$ cat src/rtl/ones_frame_stats.sv
// Per-frame statistics over a stream of 5-bit ones-counts: total, max, min,
// zero-word count and an illegal-input flag, presented over a valid/ready handshake.
module ones_frame_stats #(
    parameter int FRAME_LEN = 8,
    parameter int SUM_W     = 8
) (
    input  logic             clk,
    input  logic             rst_n,
    input  logic             clr,
    input  logic             in_valid,
    output logic             in_ready,
    input  logic [4:0]       number,
    output logic             out_valid,
    input  logic             out_ready,
    output logic [SUM_W-1:0] sum,
    output logic [4:0]       max,
    output logic [4:0]       min,
    output logic [3:0]       zeros,
    output logic             err
);

    localparam logic [0:0] ACCUM = 1'b0;
    localparam logic [0:0] HOLD  = 1'b1;

    function automatic logic [4:0] clamp16(input logic [4:0] v);
        return (v > 5'd16) ? 5'd16 : v;
    endfunction

    logic [0:0]       state;
    logic [3:0]       idx;
    logic [SUM_W-1:0] acc_sum;
    logic [4:0]       acc_max;
    logic [4:0]       acc_min;
    logic [3:0]       acc_zeros;
    logic             acc_err;

    logic [4:0]       n_p0;
    logic             accept;
    logic             last;
    logic [SUM_W-1:0] nxt_sum;
    logic [4:0]       nxt_max;
    logic [4:0]       nxt_min;
    logic [3:0]       nxt_zeros;
    logic             nxt_err;

    assign in_ready = (state == ACCUM);
    assign accept   = in_valid && in_ready;
    assign last     = (idx == 4'(FRAME_LEN - 1));

    // Stage 0: clamp the incoming count and fold it into the running statistics
    always_comb begin
        n_p0      = clamp16(number);
        nxt_sum   = acc_sum + SUM_W'(n_p0);
        nxt_max   = (n_p0 > acc_max) ? n_p0 : acc_max;
        nxt_min   = (n_p0 < acc_min) ? n_p0 : acc_min;
        nxt_zeros = acc_zeros + {3'b000, (n_p0 == 5'd0)};
        nxt_err   = acc_err | (number > 5'd16);
    end

    // Stage 1: running accumulators and registered frame summary
    always_ff @(posedge clk or negedge rst_n) begin
        if (!rst_n) begin
            state     <= ACCUM;
            idx       <= '0;
            acc_sum   <= '0;
            acc_max   <= '0;
            acc_min   <= 5'd16;
            acc_zeros <= '0;
            acc_err   <= 1'b0;
            out_valid <= 1'b0;
            sum       <= '0;
            max       <= '0;
            min       <= '0;
            zeros     <= '0;
            err       <= 1'b0;
        end else if (clr) begin
            state     <= ACCUM;
            idx       <= '0;
            acc_sum   <= '0;
            acc_max   <= '0;
            acc_min   <= 5'd16;
            acc_zeros <= '0;
            acc_err   <= 1'b0;
            out_valid <= 1'b0;
            sum       <= '0;
            max       <= '0;
            min       <= '0;
            zeros     <= '0;
            err       <= 1'b0;
        end else if (state == ACCUM) begin
            if (accept) begin
                if (last) begin
                    // Last word goes straight into the summary; accumulators restart
                    sum       <= nxt_sum;
                    max       <= nxt_max;
                    min       <= nxt_min;
                    zeros     <= nxt_zeros;
                    err       <= nxt_err;
                    out_valid <= 1'b1;
                    state     <= HOLD;
                    idx       <= '0;
                    acc_sum   <= '0;
                    acc_max   <= '0;
                    acc_min   <= 5'd16;
                    acc_zeros <= '0;
                    acc_err   <= 1'b0;
                end else begin
                    acc_sum   <= nxt_sum;
                    acc_max   <= nxt_max;
                    acc_min   <= nxt_min;
                    acc_zeros <= nxt_zeros;
                    acc_err   <= nxt_err;
                    idx       <= idx + 4'd1;
                end
            end
        end else if (out_ready) begin
            out_valid <= 1'b0;
            state     <= ACCUM;
        end
    end

endmodule

$ cat config.mk
export PLATFORM = sky130hd
export DESIGN_NAME = ones_frame_stats
export DESIGN_NICKNAME = d
export VERILOG_FILES = /design/src/rtl/ones_frame_stats.sv
export SDC_FILE = /design/constraint.sdc
export NUM_CORES = 1
export LEC_CHECK = 0
export CAP_MARGIN = 30
export CORE_MARGIN = 1.5
export CORE_UTILIZATION = 56
export DETAILED_ROUTE_END_ITERATION = 7
export GPL_TIMING_DRIVEN = 1
export PLACE_DENSITY = 0.76
export SLEW_MARGIN = 20
export SYNTH_ARGS = -nofsm -noshare
export SYNTH_HDL_FRONTEND = slang
export SYNTH_SLANG_ARGS = --single-unit
$ cat constraint.sdc
create_clock -name clk -period 2.2 [get_ports clk]
set_clock_uncertainty 0.05 [all_clocks]
set_input_delay 0.22 -clock clk [delete_from_list [all_inputs] [get_ports clk]]
set_output_delay 0.22 -clock clk [all_outputs]
set_load 0.02 [all_outputs]
# --- Yosys cells after proc, flatten, opt, wreduce, memory -nomap -nowiden ---
# Cells that the tools add are included.
op_classes:
  n_addsub: 3
  reduce_logical: 9
  shifts: 0
  order_cmp: 3
  eq_ne: 3
  muxes: 57
  n_div: 0
  n_mul: 0
  n_bitwise: 2
op_table:
  columns: ["op", "count"]
  rows:
  - ["2-to-1 mux 5 bit", 19]
  - ["2-to-1 mux 8 bit", 8]
  - ["2-to-1 mux 4 bit", 12]
  - ["2-to-1 mux 1 bit", 18]
  - ["adder 8 x 5 -> 8 bit", 1]
  - ["AND reduction 3 bit", 2]
  - ["nonzero test 3 bit", 2]
  - ["greater-than comparator 5 bit", 1]
  - ["greater-than comparator 5 bit, second input constant", 1]
  - ["zero test 5 bit", 1]
  - ["< comparator 5 bit", 1]
  - ["adder 4 x 1 -> 4 bit", 1]
  - ["adder 4 x 1 -> 4 bit, second input constant", 1]
  - ["equality test 4 x 3 -> 1 bit, second input constant", 1]
  - ["nonzero test 2 bit", 2]
  - ["inequality test 3 bit, second input constant", 1]
  - ["inequality test 2 bit, second input constant", 1]
  - ["AND reduction 2 bit", 1]
  - ["logical AND 1 bit", 1]
  - ["inverter 1 bit", 1]
  - ["OR 1 bit", 1]
totals:
  latchBits: 0
  output_inout_bits: 25
  input_bits: 10
  romBits: 0
  ramBits: 0
  reg_bits: 52
  mem_count: 0

# --- Longest topological paths before layout ---
# Gate-level depths: netlist of the first run.
depth:
  depth_word: 8
  mapped_depth: 10

# --- Least setup slack after synthesis of the first run ---
# No wires, ideal clock.
synth_timing:
  path_kind: "input -> register"
  from: "input number[4]"
  to: "register acc_max[0]"
  t_arrival_ps: 2069
  cell_stages: 8
  path_buffers: 1
  setup_slack_ps: -40
  t_required_ps: 2029
  cell_sequence: "buf_4 > nor2b_1 > ha_1 > a211oi_2 > nor2_1 > o32ai_4 > nor2_1 > a22o_1"
synth_via:
  elab_chain_len: 8
synth_lines:
  columns: ["element", "line", "source"]
  rows:
  - ["from (decl)", "12", "input logic [4:0] number,"]
  - ["greater-than comparator 5 bit", "26", "return (v > 5'd16) ? 5'd16 : v;"]
  - ["2-to-1 mux 5 bit *", "26", null]
  - ["greater-than comparator 5 bit", "54", "nxt_max = (n_p0 > acc_max) ? n_p0 : acc_max;"]
  - ["2-to-1 mux 5 bit *", "54", null]
  - ["2-to-1 mux 5 bit *", "92", "if (last) begin"]
  - ["2-to-1 mux 5 bit *", "91", "if (accept) begin"]
  - ["2-to-1 mux 5 bit *", "90", "end else if (state == ACCUM) begin"]
  - ["2-to-1 mux 5 bit *", "76", "end else if (clr) begin"]
  - ["to (signal assigned)", "109", "acc_max <= nxt_max;"]
  - ["to (decl)", "32", "logic [4:0] acc_max;"]
# Mark *: on every way between the ends. The rest lies on a longest branch, timed or not. The select of a mux whose other input is x is not followed.
# A chain may end at the register's enable or synchronous reset.

# --- Worst setup path after layout of the first run ---
layout_timing:
  from: "input number[1]"
  to: "register max[1]"
layout_via:
  elab_chain_len: 8
layout_lines:
  columns: ["element", "line", "source"]
  rows:
  - ["greater-than comparator 5 bit", "26", null]
  - ["2-to-1 mux 5 bit *", "26", null]
  - ["greater-than comparator 5 bit", "54", null]
  - ["2-to-1 mux 5 bit *", "54", null]
  - ["2-to-1 mux 5 bit *", "92", null]
  - ["2-to-1 mux 5 bit *", "91", null]
  - ["2-to-1 mux 5 bit *", "90", null]
  - ["2-to-1 mux 5 bit *", "76", null]
  - ["to (signal assigned)", "95", "max <= nxt_max;"]
  - ["to (decl)", "16", "output logic [4:0] max,"]
# Marks and branches as above.

==> flow_metrics.env, run 1 <==
export IMPL_grt_pass1_vias=2383
export IMPL_p_leak_nw=1.66
export IMPL_dieArea_um2=5550
export IMPL_slew_violations=0
export IMPL_synth_seq_cells=52
export IMPL_slowest_stage="clkdlybuf4s50_1"
export IMPL_cts_tree="yes"
export IMPL_die_w_um=74.5
export IMPL_cts_root_buf="clkbuf_8"
export IMPL_finalCritPeriodShare_pct=98.1
export IMPL_syn_area_um2=2860
export IMPL_peakVddDrop_uv=421
export IMPL_cp_arrival_ps=2300
export IMPL_fin_cells=430
export IMPL_dr_pass1_iters=5
export IMPL_syn_instance_count=294
export IMPL_tns_ps=0
export IMPL_final_util_pct=76.3
export IMPL_via_per_inst=5.72
export IMPL_place_inst=419
export IMPL_hold_ws_ps=388
export IMPL_ioPinCount=35
export IMPL_finalSetupViolations=0
export IMPL_syn_to_final_growth_pct=28.5
export IMPL_dieHeight_um=74.5
export IMPL_clk_pin_slew_ps=100
export IMPL_wl_per_cell_um=16.0
export IMPL_crit_path_end_kind="flip-flop"
export IMPL_dp_hpwl_um=5160
export IMPL_power_density_nw_per_um2=538
export IMPL_maxSlewHeadroom_pct=61.6
export IMPL_fmax_mhz=463
export IMPL_outcome="finished, final reports clean"
export IMPL_path_class="primary input to flip-flop"
export IMPL_drive_gt1_share_pct=21.5
export IMPL_rsz0062_at_grt="true"
export IMPL_grt_pass1_wl_um=11400
export IMPL_initial_utilization_pct=59.4
export IMPL_cp_top_family="buffers and inverters"
export IMPL_required_ps=2340
export IMPL_cts_max_level=2
export IMPL_diodes=0
export IMPL_synthFlopType="dfrtp_1"
export IMPL_fin_crit_ps=2160
export IMPL_numCtsBuffers=5
export IMPL_grt_max_degree=29
export IMPL_grt_ovfl_total=0
export IMPL_gp_congestion=0.957
export IMPL_r2r_slack_ps=140
export IMPL_cpPeakStageDelay_ps=500
export IMPL_path_max_fanout=3
export IMPL_path_buf_inv=3
export IMPL_wirelength_um=6860
export IMPL_syn_nets=322
export IMPL_cap_violations=0
export IMPL_drcViolationCount=0
export IMPL_ys_types=44
export IMPL_num_rows=25
export IMPL_antenna_found_initial=0
export IMPL_num_vias=2459
export IMPL_synth_enable_flop_cells=0
export IMPL_core_area_um2=4820
export IMPL_timing_critical_path_mode_cell="buf_4"
export IMPL_min_delay_path_class="primary input to asynchronous set/reset pin"
export IMPL_syn_area_per_cell_um2=9.73
export IMPL_clock_latency_ps=310
export IMPL_path_cells="clkdlybuf4s50_1 > nor2b_4 > buf_4 > ha_1 > nand4_1 > nor2_2 > o32ai_4 > buf_4 > mux2i_2 > a211oi_2"
export IMPL_num_nets_final=391
export IMPL_cts_buffer_depth=2
export IMPL_ys_seq_area_share_pct=45.5
export IMPL_worstSetupStartpointType="primary input"
export IMPL_antenna_left=0
export IMPL_clock_sinks=52
export IMPL_worstMarginPinSlew_ps=576
export IMPL_drt_iter0_markers=182
export IMPL_async_flop_share_pct=100
export IMPL_grt_usage_pct=26.9
export IMPL_final_hold_viol_count=0
export IMPL_synth_warnings=0
export IMPL_portBuffers=34
==> power breakdown <==
part           total (mW)  internal, mW  switching [mW]  leakage (nW)
registers            1.01         0.983          0.0244         0.715
clock network       0.521         0.216           0.305        0.0400
logic               0.449         0.210           0.238         0.906
total                1.98          1.41           0.568          1.66
==> worst paths after layout <==
check | from | to | depth (start not counted)
setup / recovery | number[1] | max[1] | 10
hold / removal | rst_n | acc_max[4] | 2
setup reg to reg | idx[0] | min[0] | 7
hold reg to reg | zeros[3] | zeros[3] | 1
max in group asynchronous | rst_n | sum[2] | 3
min in group clk | out_ready | out_valid | 2
==> metrics by stage <==
| stage | power [mW] | worst slack, ps | cell area (µm²) |
|---|---|---|---|
| after CTS | 1.97 | 7.89 | 3630 |
| after global placement | 1.42 | -414 | 3520 |
| after floorplan | 1.26 | 43.0 | 2870 |
| after global routing | 2.07 | -48.2 | 3680 |
| final | 1.98 | 42.2 | 3680 |
| after detailed placement | 1.44 | -497 | 3520 |
==> cell type report <==
cell class	count	area [µm²]
Sequential cell	52	1300
Tap cell	67	83.8
Inverter	14	52.6
Fill cell	352	1140
Timing Repair Buffer	79	692
Multi-Input combinational cell	211	1470
Clock inverter	2	12.5
Clock buffer	5	68.8
==> routing by layer <==
metal	wire length, µm	up-vias	global-route usage [%]	share of wire (%)
met5	0	-	0	0
met4	84	0	7.27	1.2
met3	279	7	4.88	4.1
met2	3370	63	43.6	49
met1	3130	1205	37.6	46
li1	-	1184	-	-
==> cell usage after synthesis, types with 6 or more instances <==
library cell	count	area share [%]
dfrtp_1	51	45
nor2_1	34	4.5
nand2_1	28	3.7
a21oi_1	18	3.1
ha_1	17	7.4
inv_1	14	1.8
nand3_1	13	2.3
o21ai_0	12	2.1
clkbuf_1	9	1.2
a22oi_1	8	2.1
a22o_1	7	2.1
a211oi_2	6	2.6
==> state kept, by name (all words and copies together), names as in the netlist <==
signal	cells
acc_zeros	4
err	1
acc_err	1
min	5
acc_min	5
state	1
out_valid	1
idx	4
zeros	4
max	5
sum	8
acc_max	5
acc_sum	8
==> cells by family (layout without fill, tap and decap cells) <==
family	count (synthesis)	after routing	synth area share, %
mux	7	7	2.54
xor+xnor	9	9	2.75
buf+inv	31	100	4.68
compound gates	77	77	20.3
fa+ha+maj	18	18	8.13
simple gates	100	100	16.0
flops	52	52	45.5
==> cell usage in the layout (no fill, tap or decap), types with 3 or more instances in the layout <==
master,n
clkdlybuf4s50_1,32
nand2_1,28
a21o_1,3
a22o_1,7
nand3_1,13
nor2_1,31
xor2_1,5
a21oi_1,17
o211ai_1,5
nand4_1,5
a211oi_2,6
clkbuf_8,5
a211oi_1,3
o21ai_0,11
dfrtp_1,51
buf_4,42
mux2i_2,4
nor3_1,5
nor2_2,3
a22oi_1,8
a311oi_1,5
ha_1,17
inv_1,14
xnor2_1,4
or3_1,3
==> worst register-to-register path: cells and delay by family, from the launching register on <==
family | cells | cell delay, ps
adders and majority gates | 1 | 190
and+or+nand+nor | 4 | 770
AOI/OAI and AO/OA | 1 | 250
DFF | 1 | 410
buffers and inverters | 1 | 310
==> repair_timing <==
action,4_1_cts,5_1_grt
buffers inserted,0,3
hold buffers,1,0
resized for setup,6,9
endpoints found under the hold margin,23,0
pin swaps,0,3
setup endpoints to repair,22,17
Note: power is estimated with default switching activity, not from simulation.
==> run 2, diff against run 1 <==
--- a/config.mk
+++ b/config.mk
@@ -7,10 +7,11 @@
 export LEC_CHECK = 0
 export CAP_MARGIN = 30
 export CORE_MARGIN = 1.5
-export CORE_UTILIZATION = 56
+export CORE_UTILIZATION = 63
 export DETAILED_ROUTE_END_ITERATION = 7
+export DONT_BUFFER_PORTS = 1
 export GPL_TIMING_DRIVEN = 1
-export PLACE_DENSITY = 0.76
+export PLACE_DENSITY = 0.75
 export SLEW_MARGIN = 20
 export SYNTH_ARGS = -nofsm -noshare
 export SYNTH_HDL_FRONTEND = slang
==> run 2 against run 1 <==
  * Flip-flop and latch count stayed put
  * Maximum frequency is 4.0% higher
  * Power is 2.0% lower
  * Highest routed layer unchanged
  * Core utilization is 3.4 points lower
  * Largest power group unchanged
  * Routed wire length is 7.1% lower
==> flow_metrics.env, run 2 (synthesized netlist as in run 1, its figures left out) <==
export IMPL_tns_ps=0
export IMPL_gp_congestion=0.852
export IMPL_cap_violations=0
export IMPL_power_share_clock_pct=29.2
export IMPL_clock_latency_ps=310
export IMPL_drive_gt1_share_pct=14.3
export IMPL_fmax_mhz=482
export IMPL_grt_util_met1_pct=36.5
export IMPL_dp_hpwl_um=4330
export IMPL_fin_crit_ps=2080
export IMPL_outcome="finished, final reports clean"
export IMPL_grt_max_degree=53
export IMPL_peakVddDrop_uv=448
export IMPL_maxSlewHeadroom_pct=64.6
export IMPL_dieHeight_um=70.4
export IMPL_crit_path_end_kind="flip-flop"
export IMPL_power_density_nw_per_um2=610
export IMPL_drt_iter0_markers=102
export IMPL_worstMarginPinSlew_ps=528
export IMPL_fin_cells=359
export IMPL_path_class="flip-flop to flip-flop"
export IMPL_num_nets_final=334
export IMPL_grt_busiest_layer="met2"
export IMPL_cts_tree="yes"
export IMPL_met2_usage_pct=43.6
export IMPL_clk_pin_slew_ps=100
export IMPL_die_w_um=70.4
export IMPL_dieArea_um2=4960
export IMPL_via_per_inst=6.25
export IMPL_use_met3_pct=5.05
export IMPL_finalCritPeriodShare_pct=94.3
export IMPL_diodes=0
export IMPL_final_hold_viol_count=0
export IMPL_place_inst=345
export IMPL_grt_pass1_wl_um=10500
export IMPL_reg_top3="acc_sum x8, sum x8"
export IMPL_antenna_left=0
export IMPL_p_total_mw=1.94
export IMPL_antenna_found_initial=0
export IMPL_path_max_fanout=3
export IMPL_num_vias=2242
export IMPL_cts_buffer_depth=2
export IMPL_finalSetupViolations=0
export IMPL_min_delay_path_class="primary input to flip-flop"
export IMPL_internal_power_mw=1.39
export IMPL_p_sw_share_pct=28.3
export IMPL_wirelength_um=6380
export IMPL_p_seq_share_pct=51.9
export IMPL_required_ps=2350
export IMPL_portBuffers=0
export IMPL_dr_pass1_iters=4
export IMPL_final_common_cell="dfrtp_1"
export IMPL_grt_usage_pct=26.9
export IMPL_cts_max_level=2
export IMPL_clock_sinks=52
export IMPL_cts_root_buf="clkbuf_8"
export IMPL_cp_arrival_ps=2220
export IMPL_core_area_um2=4350
export IMPL_p_leak_nw=1.46
export IMPL_p_switching_mw=0.548
export IMPL_ioPinCount=35
export IMPL_wl_per_cell_um=17.8
export IMPL_grt_pass1_vias=2242
export IMPL_rsz0062_at_grt="false"
export IMPL_initial_utilization_pct=65.7
export IMPL_worstSetupStartpointType="flip-flop"
export IMPL_syn_to_final_growth_pct=11.0
export IMPL_mostFrequentLayoutCells="dfrtp_1 (51), nor2_1 (34), nand2_1 (28)"
export IMPL_grt_ovfl_total=0
export IMPL_numCtsBuffers=5
export IMPL_drcViolationCount=0
export IMPL_num_rows=24
export IMPL_power_frac_comb_pct=18.9
export IMPL_slew_violations=0
[run 2: timing repair]
action	CTS	global route
buffers inserted	0	1
hold endpoints to repair	88	0
hold buffers	5	0
gates resized for setup	0	1
setup endpoints to repair	0	6
[run 2: through the flow]
step           util (%)  instance area [µm²]  setup slack (ps)  hold WS, ps
3_3_place_gp       68.5                 2980               103         -124
3_5_place_dp       68.5                 2980              67.1         -125
6_report           73.0                 3180               125         5.76
2_1_floorplan         -                 2870              43.0         -126
5_1_grt            73.0                 3180              2.91         15.1
4_1_cts            72.4                 3150              57.4         1.94
[run 2: path summary, 6_finish.rpt]
path,from,end,slack [ps],cells after the start
max,acc_sum[0],sum[6],120,7
min,clr,min[4],6,2
max reg2reg,acc_sum[0],sum[6],120,7
min reg2reg,state,out_valid,470,1
max in group asynchronous,rst_n,acc_min[4],1460,2
min in group asynchronous,rst_n,min[0],360,2
[run 2: worst max-delay path, cell delays in order (launching register included)]
cell and delay, ps:
dfrtp_1 400, ha_1 240, fa_1 410, a21oi_1 240, o22ai_1 140, xnor2_1 170
nor2_1 70, mux2_2 250
[run 2: final cells by class]
cell class / count / area [µm²]
multi-input combinational: 211 / 1430
clock inverter: 2 / 10.0
timing repair buffer: 22 / 230
clock buffer: 6 / 82.6
fill: 333 / 1180
inverter: 14 / 52.6
sequential: 52 / 1300
tap: 52 / 65.1
[run 2: power groups by stage]
stage	Clock, mW	Sequential, mW	Combinational [mW]
2_1_floorplan	0	1.02	0.240
3_3_place_gp	0	1.02	0.290
3_5_place_dp	0	1.03	0.300
4_1_cts	0.580	1.01	0.347
5_1_grt	0.606	1.01	0.404
6_report	0.566	1.01	0.366
[run 2: layer usage]
metal / wire, µm / up-vias
met5: 0 / -
met4: 61 / 0
met3: 339 / 7
met2: 3190 / 61
met1: 2790 / 1097
li1: - / 1077
==> run 3, diff against run 2 <==
--- a/config.mk
+++ b/config.mk
@@ -6,12 +6,14 @@
 export NUM_CORES = 1
 export LEC_CHECK = 0
 export CAP_MARGIN = 30
+export CORE_ASPECT_RATIO = 1.4
 export CORE_MARGIN = 1.5
 export CORE_UTILIZATION = 63
 export DETAILED_ROUTE_END_ITERATION = 7
 export DONT_BUFFER_PORTS = 1
 export GPL_TIMING_DRIVEN = 1
 export PLACE_DENSITY = 0.75
+export SKIP_CTS_REPAIR_TIMING = 1
 export SLEW_MARGIN = 20
 export SYNTH_ARGS = -nofsm -noshare
 export SYNTH_HDL_FRONTEND = slang
==> run 3 against run 2 <==
  * The run now ends with negative hold slack left
  * Sequential share of layout area about the same
  * Maximum frequency grew 0.29%
  * Die area rose by 0.11%
  * Power up 2.1%
  * Register-to-register slack barely moved
  * Sequential power about the same
  * Critical path depth rose by 1
  * Combinational power is 1% lower
  * Flip-flop and latch count unchanged
  * Critical path type unchanged
  * Largest cell class unchanged
  * Largest power group unchanged
==> flow_metrics.env, run 3 (synthesized netlist as in run 1, its figures left out) <==
export IMPL_outcome="finished with violations"
export IMPL_violations="negative hold slack"
export IMPL_finalSetupViolations=0
export IMPL_p_leak_nw=1.45
export IMPL_min_delay_path_class="primary input to flip-flop"
export IMPL_grt_pass1_wl_um=10300
export IMPL_drive_gt1_share_pct=14.3
export IMPL_required_ps=2350
export IMPL_cts_buffer_depth=2
export IMPL_finalCritPeriodShare_pct=94.0
export IMPL_final_hold_viol_count=1
export IMPL_crit_path_end_kind="flip-flop"
export IMPL_path_max_fanout=6
export IMPL_holdPathStages=1
export IMPL_cts_root_buf="clkbuf_8"
export IMPL_path_buf_inv=2
export IMPL_rsz0062_at_grt="false"
export IMPL_tns_ps=0
export IMPL_fmax_mhz=483
export IMPL_grt_max_degree=53
export IMPL_num_rows=28
export IMPL_r2r_slack_ps=130
export IMPL_portBuffers=0
export IMPL_syn_to_final_growth_pct=11.1
export IMPL_dpl_cell_area_um2=2980
export IMPL_p_total_mw=1.98
export IMPL_cpPeakStageDelay_ps=380
export IMPL_antenna_left=0
export IMPL_numCtsBuffers=5
export IMPL_peakVddDrop_uv=393
export IMPL_power_density_nw_per_um2=623
export IMPL_fin_crit_ps=2070
export IMPL_dp_hpwl_um=4380
export IMPL_hp_start="number[4]"
export IMPL_mostFrequentLayoutCells="dfrtp_1 (51), nor2_1 (34), nand2_1 (28)"
export IMPL_min_to="acc_max[4]"
export IMPL_cp_arrival_ps=2220
export IMPL_r2r_end="max[1]"
export IMPL_grt_usage_pct=28.0
export IMPL_die_w_um=60.0
export IMPL_worstSetupStartpointType="flip-flop"
export IMPL_clk_pin_slew_ps=90
export IMPL_slew_violations=0
export IMPL_via_per_inst=6.06
export IMPL_num_vias=2224
export IMPL_antenna_found_initial=0
export IMPL_path_cells="inv_1 > ha_1 > nand4_1 > nor2_1 > o32ai_4 > buf_4 > mux2i_1 > a211oi_2"
export IMPL_cp_top_family="compound AO/OA/AOI/OAI gates"
export IMPL_dieHeight_um=82.7
export IMPL_dr_pass1_iters=5
export IMPL_initial_utilization_pct=66.4
export IMPL_grt_pass1_vias=2169
export IMPL_cap_violations=0
export IMPL_wl_per_cell_um=17.7
export IMPL_gp_congestion=0.818
export IMPL_dieArea_um2=4960
export IMPL_r2r_start="acc_max[2]"
export IMPL_grt_ovfl_total=0
export IMPL_final_common_cell="dfrtp_1"
export IMPL_ioPinCount=35
export IMPL_diodes=0
export IMPL_drcViolationCount=0
export IMPL_cts_tree="yes"
export IMPL_cts_max_level=2
export IMPL_core_area_um2=4310
export IMPL_drt_iter0_markers=190
export IMPL_clock_sinks=52
export IMPL_path_class="flip-flop to flip-flop"
export IMPL_reg_top3="acc_sum x8, sum x8"
export IMPL_worstMarginPinSlew_ps=493
export IMPL_fin_area_um2=3180
export IMPL_slowest_stage="dfrtp_1"
export IMPL_reg2reg_depth=8
export IMPL_num_nets_final=334
export IMPL_clock_latency_ps=320
export IMPL_wirelength_um=6500
export IMPL_maxSlewHeadroom_pct=67.1
export IMPL_hold_ws_ps=-3.47
## run 3: cell types whose count changed in the layout (fill, tap and decap cells not counted), sizes merged
| cell | change |
|---|---|
| clkbuf | +2 |
| clkinv | -2 |
| buf | +1 |
| dlygate4sd3 | -1 |
## run 3: metrics by stage
step | instances | utilization [%] | setup slack, ps
2_1_floorplan | 294 | - | 43.0
3_5_place_dp | 351 | 69.1 | 43.9
6_report | 367 | 73.8 | 131
5_1_grt | 367 | 73.8 | 6.55
4_1_cts | 359 | 71.4 | 28.4
3_3_place_gp | 351 | 69.1 | 47.3
## run 3: report_power, final
group,switching (mW),internal [mW],total [mW]
Clock,0.324,0.288,0.612
Combinational,0.208,0.154,0.362
Sequential,0.0230,0.983,1.01
## run 3: layer usage
layer | vias up | share of wire [%] | track usage (%)
li1 | 1077 | - | -
met4 | 0 | 1.7 | 12.4
met3 | 13 | 4.6 | 4.67
met1 | 1061 | 42 | 35.4
met5 | - | 0 | 0
met2 | 73 | 51 | 46.4
## run 3: layout make-up
type	count	area, µm²
multi-input combinational	211	1430
inverter	14	52.6
fill	333	1130
tap	60	75.1
sequential	52	1300
timing repair buffer	22	215
clock buffer	8	100
## run 3: how the worst max path moves through the flow
stage / from / to / slack, ps / cells after the start
3_3_place_gp: number[2] / acc_max[3] / 50 / 7
4_1_cts: acc_max[2] / acc_max[0] / 30 / 7
5_1_grt: acc_max[2] / max[1] / 7 / 8
2_1_floorplan: number[4] / acc_max[0] / 40 / 8
3_5_place_dp: number[2] / acc_max[1] / 40 / 7
6_report: acc_max[2] / max[1] / 130 / 8
